$ cat src/rtl/multicycle_control_fsm.sv
// multicycle_control_fsm
// ----------------------
// Main controller for the multicycle RV32I core. Each instruction is sequenced
// through fetch, decode, execute, memory and writeback states. The controller
// drives aluop into alu_control, together with all datapath enables and mux
// selects. It stalls while memory is not ready. It traps into a sticky FAULT
// state on an illegal opcode, or when a memory access waits too long.
//
// Ports:
//   clk          system clock, rising edge
//   rst          asynchronous active-high reset
//   op           instruction opcode (IR[6:0]), valid from DECODE onward
//   funct3       IR[14:12]
//   zero         ALU zero flag
//   mem_ready    memory completes the current access this cycle
//   aluop        to alu_control: 00 add, 01 sub/compare, 10 funct-decoded
//   funct7_valid gates the funct7 input of alu_control
//   pcwrite      PC register enable
//   irwrite      instruction/old-PC register enable
//   memwrite     memory write strobe
//   regwrite     register file write enable
//   adrsrc       memory address select: 0 PC, 1 ALU result
//   resultsrc    result select: 00 ALUOut, 01 Data, 10 ALUResult
//   alusrca      ALU A select: 00 PC, 01 OldPC, 10 rs1
//   alusrcb      ALU B select: 00 rs2, 01 imm, 10 constant 4
//   state        current state encoding, for debug
//   fault        00 none, 01 illegal opcode, 10 memory timeout
//
// Handshake: the memory has no valid/ready pair. In FETCH, MEMREAD and
// MEMWRITE the access is presented and held every cycle. A cycle with
// mem_ready = 1 completes the access and advances the state. A cycle with
// mem_ready = 0 keeps the state and counts as one wait cycle.
module multicycle_control_fsm #(
    parameter int WAIT_LIMIT = 16
) (
    input  logic       clk,
    input  logic       rst,
    input  logic [6:0] op,
    input  logic [2:0] funct3,
    input  logic       zero,
    input  logic       mem_ready,
    output logic [1:0] aluop,
    output logic       funct7_valid,
    output logic       pcwrite,
    output logic       irwrite,
    output logic       memwrite,
    output logic       regwrite,
    output logic       adrsrc,
    output logic [1:0] resultsrc,
    output logic [1:0] alusrca,
    output logic [1:0] alusrcb,
    output logic [3:0] state,
    output logic [1:0] fault
);

    typedef enum logic [3:0] {
        S_FETCH    = 4'd0,
        S_DECODE   = 4'd1,
        S_MEMADR   = 4'd2,
        S_MEMREAD  = 4'd3,
        S_MEMWB    = 4'd4,
        S_MEMWRITE = 4'd5,
        S_EXECUTER = 4'd6,
        S_ALUWB    = 4'd7,
        S_EXECUTEI = 4'd8,
        S_JAL      = 4'd9,
        S_BEQ      = 4'd10,
        S_FAULT    = 4'd11
    } state_t;

    localparam logic [7:0] LIMIT_M1 = 8'(WAIT_LIMIT - 1);

    state_t     state_q, state_d;
    logic [1:0] fault_q, fault_d;
    logic [7:0] wait_cnt;

    logic pcupdate, branch, irwrite_raw, memwrite_raw, regwrite_raw;
    logic wait_state, timeout;

    // Only the three memory-facing states can stall on mem_ready.
    assign wait_state = (state_q == S_FETCH) || (state_q == S_MEMREAD) ||
                        (state_q == S_MEMWRITE);
    // Timeout fires on the last allowed wait cycle. It needs mem_ready low,
    // so a completion arriving in that same cycle still wins.
    assign timeout    = (WAIT_LIMIT != 0) && wait_state && !mem_ready &&
                        (wait_cnt == LIMIT_M1);

    always_ff @(posedge clk or posedge rst) begin
        if (rst) begin
            state_q  <= S_FETCH;
            fault_q  <= 2'b00;
            wait_cnt <= 8'd0;
        end else begin
            state_q <= state_d;
            fault_q <= fault_d;
            if (state_d != state_q)
                wait_cnt <= 8'd0;
            else if (wait_state && !mem_ready)
                wait_cnt <= wait_cnt + 8'd1;
        end
    end

    always_comb begin
        state_d      = state_q;
        fault_d      = fault_q;
        aluop        = 2'b00;
        funct7_valid = 1'b0;
        adrsrc       = 1'b0;
        resultsrc    = 2'b00;
        alusrca      = 2'b00;
        alusrcb      = 2'b00;
        pcupdate     = 1'b0;
        branch       = 1'b0;
        irwrite_raw  = 1'b0;
        memwrite_raw = 1'b0;
        regwrite_raw = 1'b0;

        case (state_q)
            S_FETCH: begin
                alusrcb     = 2'b10;
                resultsrc   = 2'b10;
                irwrite_raw = mem_ready;
                pcupdate    = mem_ready;
                if (mem_ready) state_d = S_DECODE;
            end
            S_DECODE: begin
                // ALU computes the branch/jump target from OldPC + imm.
                alusrca = 2'b01;
                alusrcb = 2'b01;
                case (op)
                    7'b0000011,
                    7'b0100011: state_d = S_MEMADR;
                    7'b0110011: state_d = S_EXECUTER;
                    7'b0010011: state_d = S_EXECUTEI;
                    7'b1101111: state_d = S_JAL;
                    7'b1100011: state_d = S_BEQ;
                    default: begin
                        state_d = S_FAULT;
                        fault_d = 2'b01;
                    end
                endcase
            end
            S_MEMADR: begin
                alusrca = 2'b10;
                alusrcb = 2'b01;
                state_d = (op == 7'b0000011) ? S_MEMREAD : S_MEMWRITE;
            end
            S_MEMREAD: begin
                adrsrc = 1'b1;
                if (mem_ready) state_d = S_MEMWB;
            end
            S_MEMWB: begin
                resultsrc    = 2'b01;
                regwrite_raw = 1'b1;
                state_d      = S_FETCH;
            end
            S_MEMWRITE: begin
                // The strobe stays high through the wait cycles.
                adrsrc       = 1'b1;
                memwrite_raw = 1'b1;
                if (mem_ready) state_d = S_FETCH;
            end
            S_EXECUTER: begin
                alusrca      = 2'b10;
                aluop        = 2'b10;
                funct7_valid = 1'b1;
                state_d      = S_ALUWB;
            end
            S_EXECUTEI: begin
                alusrca      = 2'b10;
                alusrcb      = 2'b01;
                aluop        = 2'b10;
                // Only shifts-right carry a meaningful funct7 in I-type.
                // This keeps addi from decoding as sub.
                funct7_valid = (funct3 == 3'b101);
                state_d      = S_ALUWB;
            end
            S_ALUWB: begin
                regwrite_raw = 1'b1;
                state_d      = S_FETCH;
            end
            S_JAL: begin
                alusrca  = 2'b01;
                alusrcb  = 2'b10;
                pcupdate = 1'b1;
                state_d  = S_ALUWB;
            end
            S_BEQ: begin
                alusrca = 2'b10;
                aluop   = 2'b01;
                branch  = 1'b1;
                state_d = S_FETCH;
            end
            S_FAULT: begin
                state_d = S_FAULT;
            end
            default: begin
                state_d = S_FAULT;
                fault_d = 2'b01;
            end
        endcase

        if (timeout) begin
            state_d = S_FAULT;
            fault_d = 2'b10;
        end
    end

    // Enables drop combinationally with rst, so nothing commits while it is held.
    assign pcwrite  = !rst && (pcupdate || (branch && zero));
    assign irwrite  = !rst && irwrite_raw;
    assign memwrite = !rst && memwrite_raw;
    assign regwrite = !rst && regwrite_raw;
    assign state    = state_q;
    assign fault    = fault_q;

endmodule

$ cat config.mk
export PLATFORM = sky130hd
export DESIGN_NAME = multicycle_control_fsm
export DESIGN_NICKNAME = d
export VERILOG_FILES = /design/src/rtl/multicycle_control_fsm.sv
export SDC_FILE = /design/constraint.sdc
export NUM_CORES = 1
export LEC_CHECK = 0
export CAP_MARGIN = 10
export CORE_MARGIN = 3
export CORE_UTILIZATION = 45
export CTS_CLUSTER_DIAMETER = 120
export DETAILED_ROUTE_END_ITERATION = 10
export PLACE_DENSITY = 0.85
export SETUP_SLACK_MARGIN = 0.02
export SYNTH_ARGS = -nofsm -noshare
export SYNTH_HDL_FRONTEND = slang
export SYNTH_SLANG_ARGS = --single-unit
$ cat constraint.sdc
create_clock -name clk -period 1.75 [get_ports clk]
set_input_delay 0.35 -clock clk [delete_from_list [all_inputs] [get_ports clk]]
set_output_delay 0.35 -clock clk [all_outputs]
set_load 0.02 [all_outputs]
==> impl_metrics.env, run 1 <==
export IMPL_ctsHoldBuffers=0
export IMPL_ys_top_cells_by_area="dfrtp_1 (25%), nor3_1 (6.8%), xnor2_1 (5.0%)"
export IMPL_lastStage="5_1_grt"
export IMPL_htreeDepth=1
export IMPL_crit_endpoint="wait_cnt[5]$_DFFE_PP0P_/D"
export IMPL_grt_max_degree=15
export IMPL_seq_area_frac_synth=0.252
export IMPL_die_w_um=61.6
export IMPL_ios=34
export IMPL_syn_nets=183
export IMPL_synth_avg_cell_area_sq_um=8.29
export IMPL_numCtsBuffers=3
export IMPL_pre_cts_slack_ps=-724
export IMPL_dp_hpwl_mm=3.95
export IMPL_gp_congestion=0.879
export IMPL_clk_path_buf_depth=2
export IMPL_syn_inst=168
export IMPL_port_buffers=33
export IMPL_endpoint_type="register data pin"
export IMPL_start_util=0.488
export IMPL_synth_async_reset_ratio=1.00
export IMPL_synth_cell_type_count=54
export IMPL_die_y_um=61.6
export IMPL_yosysWarnings=0
export IMPL_synth_top_area_cell="dfrtp_1"
export IMPL_outcome="aborted with a tool error"
export IMPL_error_line="[ERROR DPL-0038] Utilization greater than 100%, impossible to legalize"
export IMPL_root_buffer="clkbuf_4"
export IMPL_yosys_most_used_dff="dfrtp_1"
export IMPL_numClockSinks=14
export IMPL_ys_ff_latch=14
export IMPL_synth_edf_count=0
export IMPL_num_rows=19
export IMPL_synth_area_sq_mm=0.00139
export IMPL_synth_top_cell_area_share=0.252
## synthesized netlist by cell type, types with 3 or more instances
library cell and count:
a21oi_1 10, and3_1 4, buf_2 3, buf_6 3, dfrtp_1 14, inv_1 8, mux2i_1 3, nand2_1 18
nand3_1 4, nand4_1 3, nor2_1 14, nor3_1 19, o21ai_0 6, xnor2_1 8
## through the flow
step / instances / instance area, sq um / setup TNS [ps]
CTS: 301 / 2610 / -4510
detailed placement: 282 / 2290 / -11660
global placement: 282 / 2290 / -9750
floorplan: 168 / 1520 / -2200
## kinds of logic after synthesis
logic type               count (synthesis)  share of synthesized area
flip-flops                              14                      0.252
AO/OA/AOI/OAI                           39                      0.227
buffers and inverters                   18                     0.0773
AND/OR/NAND/NOR                         83                      0.350
adder cells (fa/ha/maj)                  1                    0.00898
multiplexers                             3                     0.0216
XOR/XNOR                                10                     0.0629
## repair_timing
item	4_1_cts
setup buffers	16
setup endpoints to repair	31
pin swaps	17
gates resized for setup	121
==> inputs of run 2 (changes only) <==
Settings changed: CORE_AREA set to 3 3 64 66, CORE_MARGIN 3 to not set, CORE_UTILIZATION 45 to not set, CTS_CLUSTER_DIAMETER 120 to not set, DIE_AREA set to 0 0 67 69, PLACE_DENSITY 0.85 to not set, PLACE_DENSITY_LB_ADDON set to 0.15, SETUP_SLACK_MARGIN 0.02 to not set.
Clock period 1.75 ns to 2.3 ns, I/O delays scaled along.
==> run 2 against run 1 <==
  * The run now ends clean
  * Area after synthesis unchanged
  * Synthesized cell count did not move
==> impl_metrics.env, run 2 <==
export IMPL_outcome="finished, final reports clean"
export IMPL_numCtsBuffers=3
export IMPL_syn_inst=168
export IMPL_crit_required_ps=2460
export IMPL_ys_ff_latch=14
export IMPL_grt_antenna_before_repair=0
export IMPL_synth_area_mux_share=0.0216
export IMPL_cp_num_buf_inv=3
export IMPL_vias=1520
export IMPL_seq_area_frac_synth=0.252
export IMPL_max_stage_delay_ps=510
export IMPL_cp_end_kind="flip-flop"
export IMPL_synth_area_sq_mm=0.00139
export IMPL_clk_pin_slew_worst_paths_ps=60
export IMPL_grt_overflow=0
export IMPL_clk_path_buf_depth=2
export IMPL_holdCritStartpoint="fault[1]$_DFFE_PP0P_"
export IMPL_cts_tree="done"
export IMPL_largest_reg_flops=8
export IMPL_drt_iter0_drc=67
export IMPL_power_total_mw=0.542
export IMPL_hold_slack_ps=492
export IMPL_numClockSinks=14
export IMPL_start_util=0.383
export IMPL_viasPerCell=5.45
export IMPL_num_rows=22
export IMPL_r2r_start="state[1]$_DFF_PP0_"
export IMPL_powerDensity_mw_per_mm2=252
export IMPL_dr_pass1_iters=4
export IMPL_dieArea_sq_mm=0.00462
export IMPL_max_vdd_ir_drop_uv=393
export IMPL_antenna_cells=0
export IMPL_grt_pass1_vias=1512
export IMPL_rsz0062_at_grt="yes"
export IMPL_reg2reg_slack_ps=30
export IMPL_p_leak_nw=1.02
export IMPL_max_cap_violations=0
export IMPL_port_buffers=33
export IMPL_r2r_cells=9
export IMPL_wl_mm=4.26
export IMPL_grt_use_total=0.179
export IMPL_worst_setup_path_start_kind="input port"
export IMPL_layout_min_cycle_time_ps=2270
export IMPL_hold_class="flip-flop to flip-flop"
export IMPL_synth_top_cell_area_share=0.252
export IMPL_drc=0
export IMPL_ant_nets=0
export IMPL_max_slew_margin=0.753
export IMPL_hold_end="fault[1]$_DFFE_PP0P_"
export IMPL_synth_avg_cell_area_sq_um=8.29
export IMPL_critical_path_top_delay_family="compound AO/OA/AOI/OAI gates"
export IMPL_synth_async_reset_ratio=1.00
export IMPL_synth_cell_type_count=54
export IMPL_arrival_ps=2430
export IMPL_gp_congestion=0.843
export IMPL_drive_gt1_frac=0.338
export IMPL_worstSetupStartpoint="op[2]"
export IMPL_avgRoutedWirePerCell_um=15.3
export IMPL_cp_slowest_cell="clkdlybuf4s50_1"
export IMPL_ctsHoldBuffers=0
export IMPL_yosys_most_used_dff="dfrtp_1"
export IMPL_synth_compound_area_frac=0.227
export IMPL_die_y_um=69
export IMPL_report_final_slew_viol_count=0
export IMPL_clock_skew_ps=2.62
export IMPL_htreeDepth=1
export IMPL_insertion_delay_ps=240
export IMPL_yosysWarnings=0
export IMPL_min_delay_path_depth=2
export IMPL_final_cell_mix="buf_4 (31), nand2_1 (18), nor2_1 (14), clkdlybuf4s50_1 (14), dlygate4sd2_1 (12)"
export IMPL_hold_viol_final=0
export IMPL_largest_register="wait_cnt"
export IMPL_worstPathCellList="clkdlybuf4s50_1 -> buf_4 -> nand3_2 -> o31ai_2 -> o211ai_2 -> a2111oi_4 -> a211oi_4 -> buf_12 -> nor3_2"
export IMPL_grt_max_degree=15
export IMPL_syn_nets=183
export IMPL_final_common_cell="buf_4"
export IMPL_worst_pin_slew_ps=368
export IMPL_dp_hpwl_mm=3.14
export IMPL_fin_crit_sh=0.989
export IMPL_die_w_um=67
export IMPL_yosysMostFrequentCell="nor3_1"
export IMPL_critical_path_peak_fanout=8
export IMPL_ys_top_cells_by_area="dfrtp_1 (25%), nor3_1 (6.8%), xnor2_1 (5.0%)"
export IMPL_critPathKind="input port to flip-flop"
export IMPL_synthXorXnorAreaFrac=0.0629
export IMPL_fmax_mhz=440
export IMPL_yosys_top_cells_count="nor3_1 (19), nand2_1 (18), dfrtp_1 (14), nor2_1 (14), a21oi_1 (10)"
export IMPL_synth_edf_count=0
export IMPL_synthAdderAreaFrac=0.00898
export IMPL_cp_depth=9
export IMPL_synthSimpleGateAreaFrac=0.350
export IMPL_finalNetCount=247
export IMPL_ios=34
export IMPL_grt_pass1_wl_mm=6.74
export IMPL_coreArea_sq_mm=0.00363
export IMPL_area_growth_pct=54.4
export IMPL_root_buffer="clkbuf_8"
export IMPL_setup_violations=0
export IMPL_synth_top_area_cell="dfrtp_1"
export IMPL_r2r_end="wait_cnt[2]$_DFFE_PP0P_"
export IMPL_synth_top_family_by_area="simple AND/OR/NAND/NOR gates"
[run 2: how the worst max path moves through the flow]
stage | to | slack (ps)
after detailed placement | wait_cnt[1]$_DFFE_PP0P_ | -310
after CTS | wait_cnt[1]$_DFFE_PP0P_ | 0.2
after global placement | wait_cnt[2]$_DFFE_PP0P_ | -210
after global routing | wait_cnt[2]$_DFFE_PP0P_ | -120
after floorplan | regwrite | 4
final | wait_cnt[2]$_DFFE_PP0P_ | 30
[run 2: power breakdown]
group | switching [mW] | internal (mW)
Clock | 0.0815 | 0.151
Combinational | 0.0290 | 0.0336
Sequential | 0 | 0.246
Total | 0.110 | 0.432
[run 2: through the flow]
step           cells  utilization  setup TNS [ps]  instance area (sq um)  setup WS (ps)
2_1_floorplan    168            -               0                   1390           3.50
3_3_place_gp     273        0.540           -1800                   1960           -211
3_5_place_dp     273        0.540           -2500                   1960           -307
4_1_cts          278        0.558               0                   2030          0.209
5_1_grt          279        0.592            -616                   2150           -122
6_report         279        0.592               0                   2150           25.7
[run 2: cells by family (layout without fill, tap and decap cells)]
family	Yosys count	in the layout
buffers and inverters	18	81
muxes	3	3
and+or+nand+nor	83	83
adders and majority gates	1	1
AOI/OAI and AO/OA	39	39
DFF	14	14
xor gates and xnor gates	10	10
[run 2: area by class of cell]
| type | count | area, sq um |
|---|---|---|
| fill | 347 | 1480 |
| multi-input combinational | 136 | 1030 |
| timing repair buffer | 69 | 621 |
| sequential | 14 | 354 |
| tap | 48 | 60.1 |
| clock buffer | 4 | 55.1 |
| inverter | 8 | 30.0 |
[run 2: worst register-to-register path, delay by kind of cell, from the launching register on]
family,cells,cell delay (ps)
flip-flops,1,450
AND/OR/NAND/NOR,2,420
buffers and inverters,3,440
AO/OA/AOI/OAI,4,890
[run 2: routing by layer]
metal,vias to the layer above,share of wire,global-route usage
met5,-,0,0
met4,0,0.025,0.0698
met3,12,0.032,0.0195
met2,30,0.54,0.307
met1,733,0.40,0.223
li1,745,-,-
[run 2: timing repair]
| action | in CTS | in global routing |
|---|---|---|
| resized for setup | 22 | 27 |
| pin swaps | 1 | 5 |
| endpoints found under the setup margin | 22 | 10 |
| cloned | 0 | 0 |
| setup buffers | 1 | 5 |
(Power assumes the default switching activity.)
==> inputs of run 3 (changes only) <==
==> constraint.sdc (replaced) <==
create_clock -name clk -period 2.15 [get_ports clk]
set_input_delay 0.215 -clock clk [delete_from_list [all_inputs] [get_ports clk]]
set_output_delay 0.215 -clock clk [all_outputs]
set_load 0.02 [all_outputs]
==> run 3 against run 2 <==
  * Worst hold slack worse by 80 ps
  * Setup slack worse by 25 ps
  * Via count hardly changed
  * Global-route usage is 0.93 points lower
  * Critical path depth is 1 lower
  * Flip-flop and latch count stayed put
  * Non-clock buffer count is 12 higher
  * Sequential share of layout area is 0.87 points lower
  * Routed wire length is 4.8% lower
  * Power is 6.6% higher
  * Critical path type is now flip-flop to flip-flop
  * Clock-buffer cell count stayed put
  * Final area is 5.6% higher
==> impl_metrics.env, run 3 (synthesized netlist as in run 2, its figures left out) <==
export IMPL_outcome="finished, final reports clean"
export IMPL_clock_skew_ps=2.58
export IMPL_hold_viol_final=0
export IMPL_dieArea_sq_mm=0.00462
export IMPL_gp_congestion=0.852
export IMPL_avgRoutedWirePerCell_um=13.9
export IMPL_max_vdd_ir_drop_uv=337
export IMPL_worst_pin_slew_ps=398
export IMPL_multiInputGateArea_sq_mm=0.00104
export IMPL_fmax_mhz=465
export IMPL_numClockSinks=14
export IMPL_wl_met2_mm=2.06
export IMPL_highest_layer="met4"
export IMPL_report_final_slew_viol_count=0
export IMPL_max_cap_violations=0
export IMPL_drt_iter0_drc=62
export IMPL_largest_register="wait_cnt"
export IMPL_powerDensity_mw_per_mm2=255
export IMPL_grt_pass1_wl_mm=6.21
export IMPL_p_switching_mw=0.116
export IMPL_largest_reg_flops=8
export IMPL_instances_no_fill=291
export IMPL_fin_crit_sh=1.00
export IMPL_finalNetCount=259
export IMPL_wl_mm=4.06
export IMPL_ios=34
export IMPL_htreeDepth=1
export IMPL_ctsHoldBuffers=0
export IMPL_critPathKind="flip-flop to flip-flop"
export IMPL_port_buffers=33
export IMPL_grt_overflow=0
export IMPL_num_rows=22
export IMPL_vias=1519
export IMPL_cp_end_kind="flip-flop"
export IMPL_fillers=323
export IMPL_critical_path_peak_fanout=8
export IMPL_seq_power_share=0.456
export IMPL_dr_pass1_iters=4
export IMPL_numPlacedInstances=278
export IMPL_setup_violations=0
export IMPL_grt_antenna_before_repair=0
export IMPL_r2r_cells=8
export IMPL_ant_nets=0
export IMPL_p_clk_frac=0.433
export IMPL_switching_share=0.200
export IMPL_final_cell_mix="buf_4 (42), clkdlybuf4s50_1 (20), nand2_1 (17)"
export IMPL_clk_pin_slew_worst_paths_ps=50
export IMPL_grt_pass1_vias=1376
export IMPL_postLayoutCoreUtil=0.625
export IMPL_power_total_mw=0.578
export IMPL_hold_class="input port to asynchronous set/reset pin"
export IMPL_antenna_cells=0
export IMPL_wl_met3_um=88
export IMPL_cp_slowest_cell="dfrtp_2"
export IMPL_coreArea_sq_mm=0.00363
export IMPL_power_frac_comb=0.110
export IMPL_place_area_sq_mm=0.00201
export IMPL_drc=0
export IMPL_die_y_um=69
export IMPL_max_slew_margin=0.732
export IMPL_drive_gt1_frac=0.370
export IMPL_grt_use_total=0.170
export IMPL_tns_ps=0
export IMPL_grt_max_degree=17
export IMPL_clk_path_buf_depth=2
export IMPL_register_area_sq_um=354
export IMPL_insertion_delay_ps=250
export IMPL_p_leak_nw=1.11
export IMPL_dp_hpwl_mm=3.00
export IMPL_wirelength_met1_mm=1.81
export IMPL_layout_min_cycle_time_ps=2150
export IMPL_start_util=0.383
export IMPL_numCtsBuffers=3
export IMPL_die_w_um=67
export IMPL_crit_required_ps=2320
export IMPL_area_growth_pct=63.0
export IMPL_root_buffer="clkbuf_8"
export IMPL_worst_setup_path_start_kind="flip-flop"
export IMPL_max_stage_delay_ps=450
export IMPL_worstPathCellList="buf_8 -> nor3b_4 -> a21oi_2 -> o221a_2 -> a2111oi_4 -> a211oi_4 -> buf_12 -> nor3_2"
export IMPL_final_common_cell="buf_4"
export IMPL_internal_power_mw=0.462
export IMPL_design_area_sq_mm=0.00227
export IMPL_rsz0062_at_grt="yes"
export IMPL_cts_tree="done"
export IMPL_viasPerCell=5.22
export IMPL_arrival_ps=2320
-- run 3: critical path, delay by kind of cell, from the launching register on --
family	cells	cell delay [ps]
buf+inv	2	310
simple gates	2	380
compound gates	4	910
flops	1	450
-- run 3: timing repair --
action | 4_1_cts | 5_1_grt
setup endpoints to repair | 21 | 14
pin swaps | 2 | 8
resized for setup | 11 | 35
setup buffers | 0 | 10
-- run 3: routing by layer --
metal | vias up | global-route usage
li1 | 761 | -
met3 | 7 | 0.0195
met5 | - | 0
met2 | 17 | 0.286
met4 | 0 | 0.0608
met1 | 734 | 0.218
-- run 3: through the flow --
stage          hold slack (ps)  setup WS, ps
3_3_place_gp               458          -109
5_1_grt                    460         -73.0
4_1_cts                    410          9.99
6_report                   411         0.943
2_1_floorplan              109          98.5
3_5_place_dp               477          -221
-- run 3: path summary, 6_finish.rpt --
kind | startpoint | endpoint | slack (ps)
setup / recovery | state[1]$_DFF_PP0_ | wait_cnt[3]$_DFFE_PP0P_ | 0.9
hold / removal | rst | wait_cnt[7]$_DFFE_PP0P_ | 410
setup reg to reg | state[1]$_DFF_PP0_ | wait_cnt[3]$_DFFE_PP0P_ | 0.9
hold reg to reg | fault[1]$_DFFE_PP0P_ | fault[1]$_DFFE_PP0P_ | 480
max in group asynchronous | rst | state[3]$_DFF_PP0_ | 1560
min in group clk | fault[1]$_DFFE_PP0P_ | fault[1]$_DFFE_PP0P_ | 480
-- run 3: final cells by class --
| class | instances | share of cell area |
|---|---|---|
| Sequential cell | 14 | 0.156 |
| Clock buffer | 4 | 0.0243 |
| Timing Repair Buffer | 81 | 0.324 |
| Multi-Input combinational cell | 136 | 0.456 |
| Tap cell | 48 | 0.0265 |
| Inverter | 8 | 0.0132 |
-- run 3: power groups by stage --
stage / clock network (mW) / registers [mW] / logic (mW)
global placement: 0 / 0.268 / 0.0600
finish: 0.250 / 0.264 / 0.0637
floorplan: 0 / 0.268 / 0.0195
global route: 0.272 / 0.263 / 0.0691
detailed placement: 0 / 0.268 / 0.0618
CTS: 0.256 / 0.264 / 0.0621
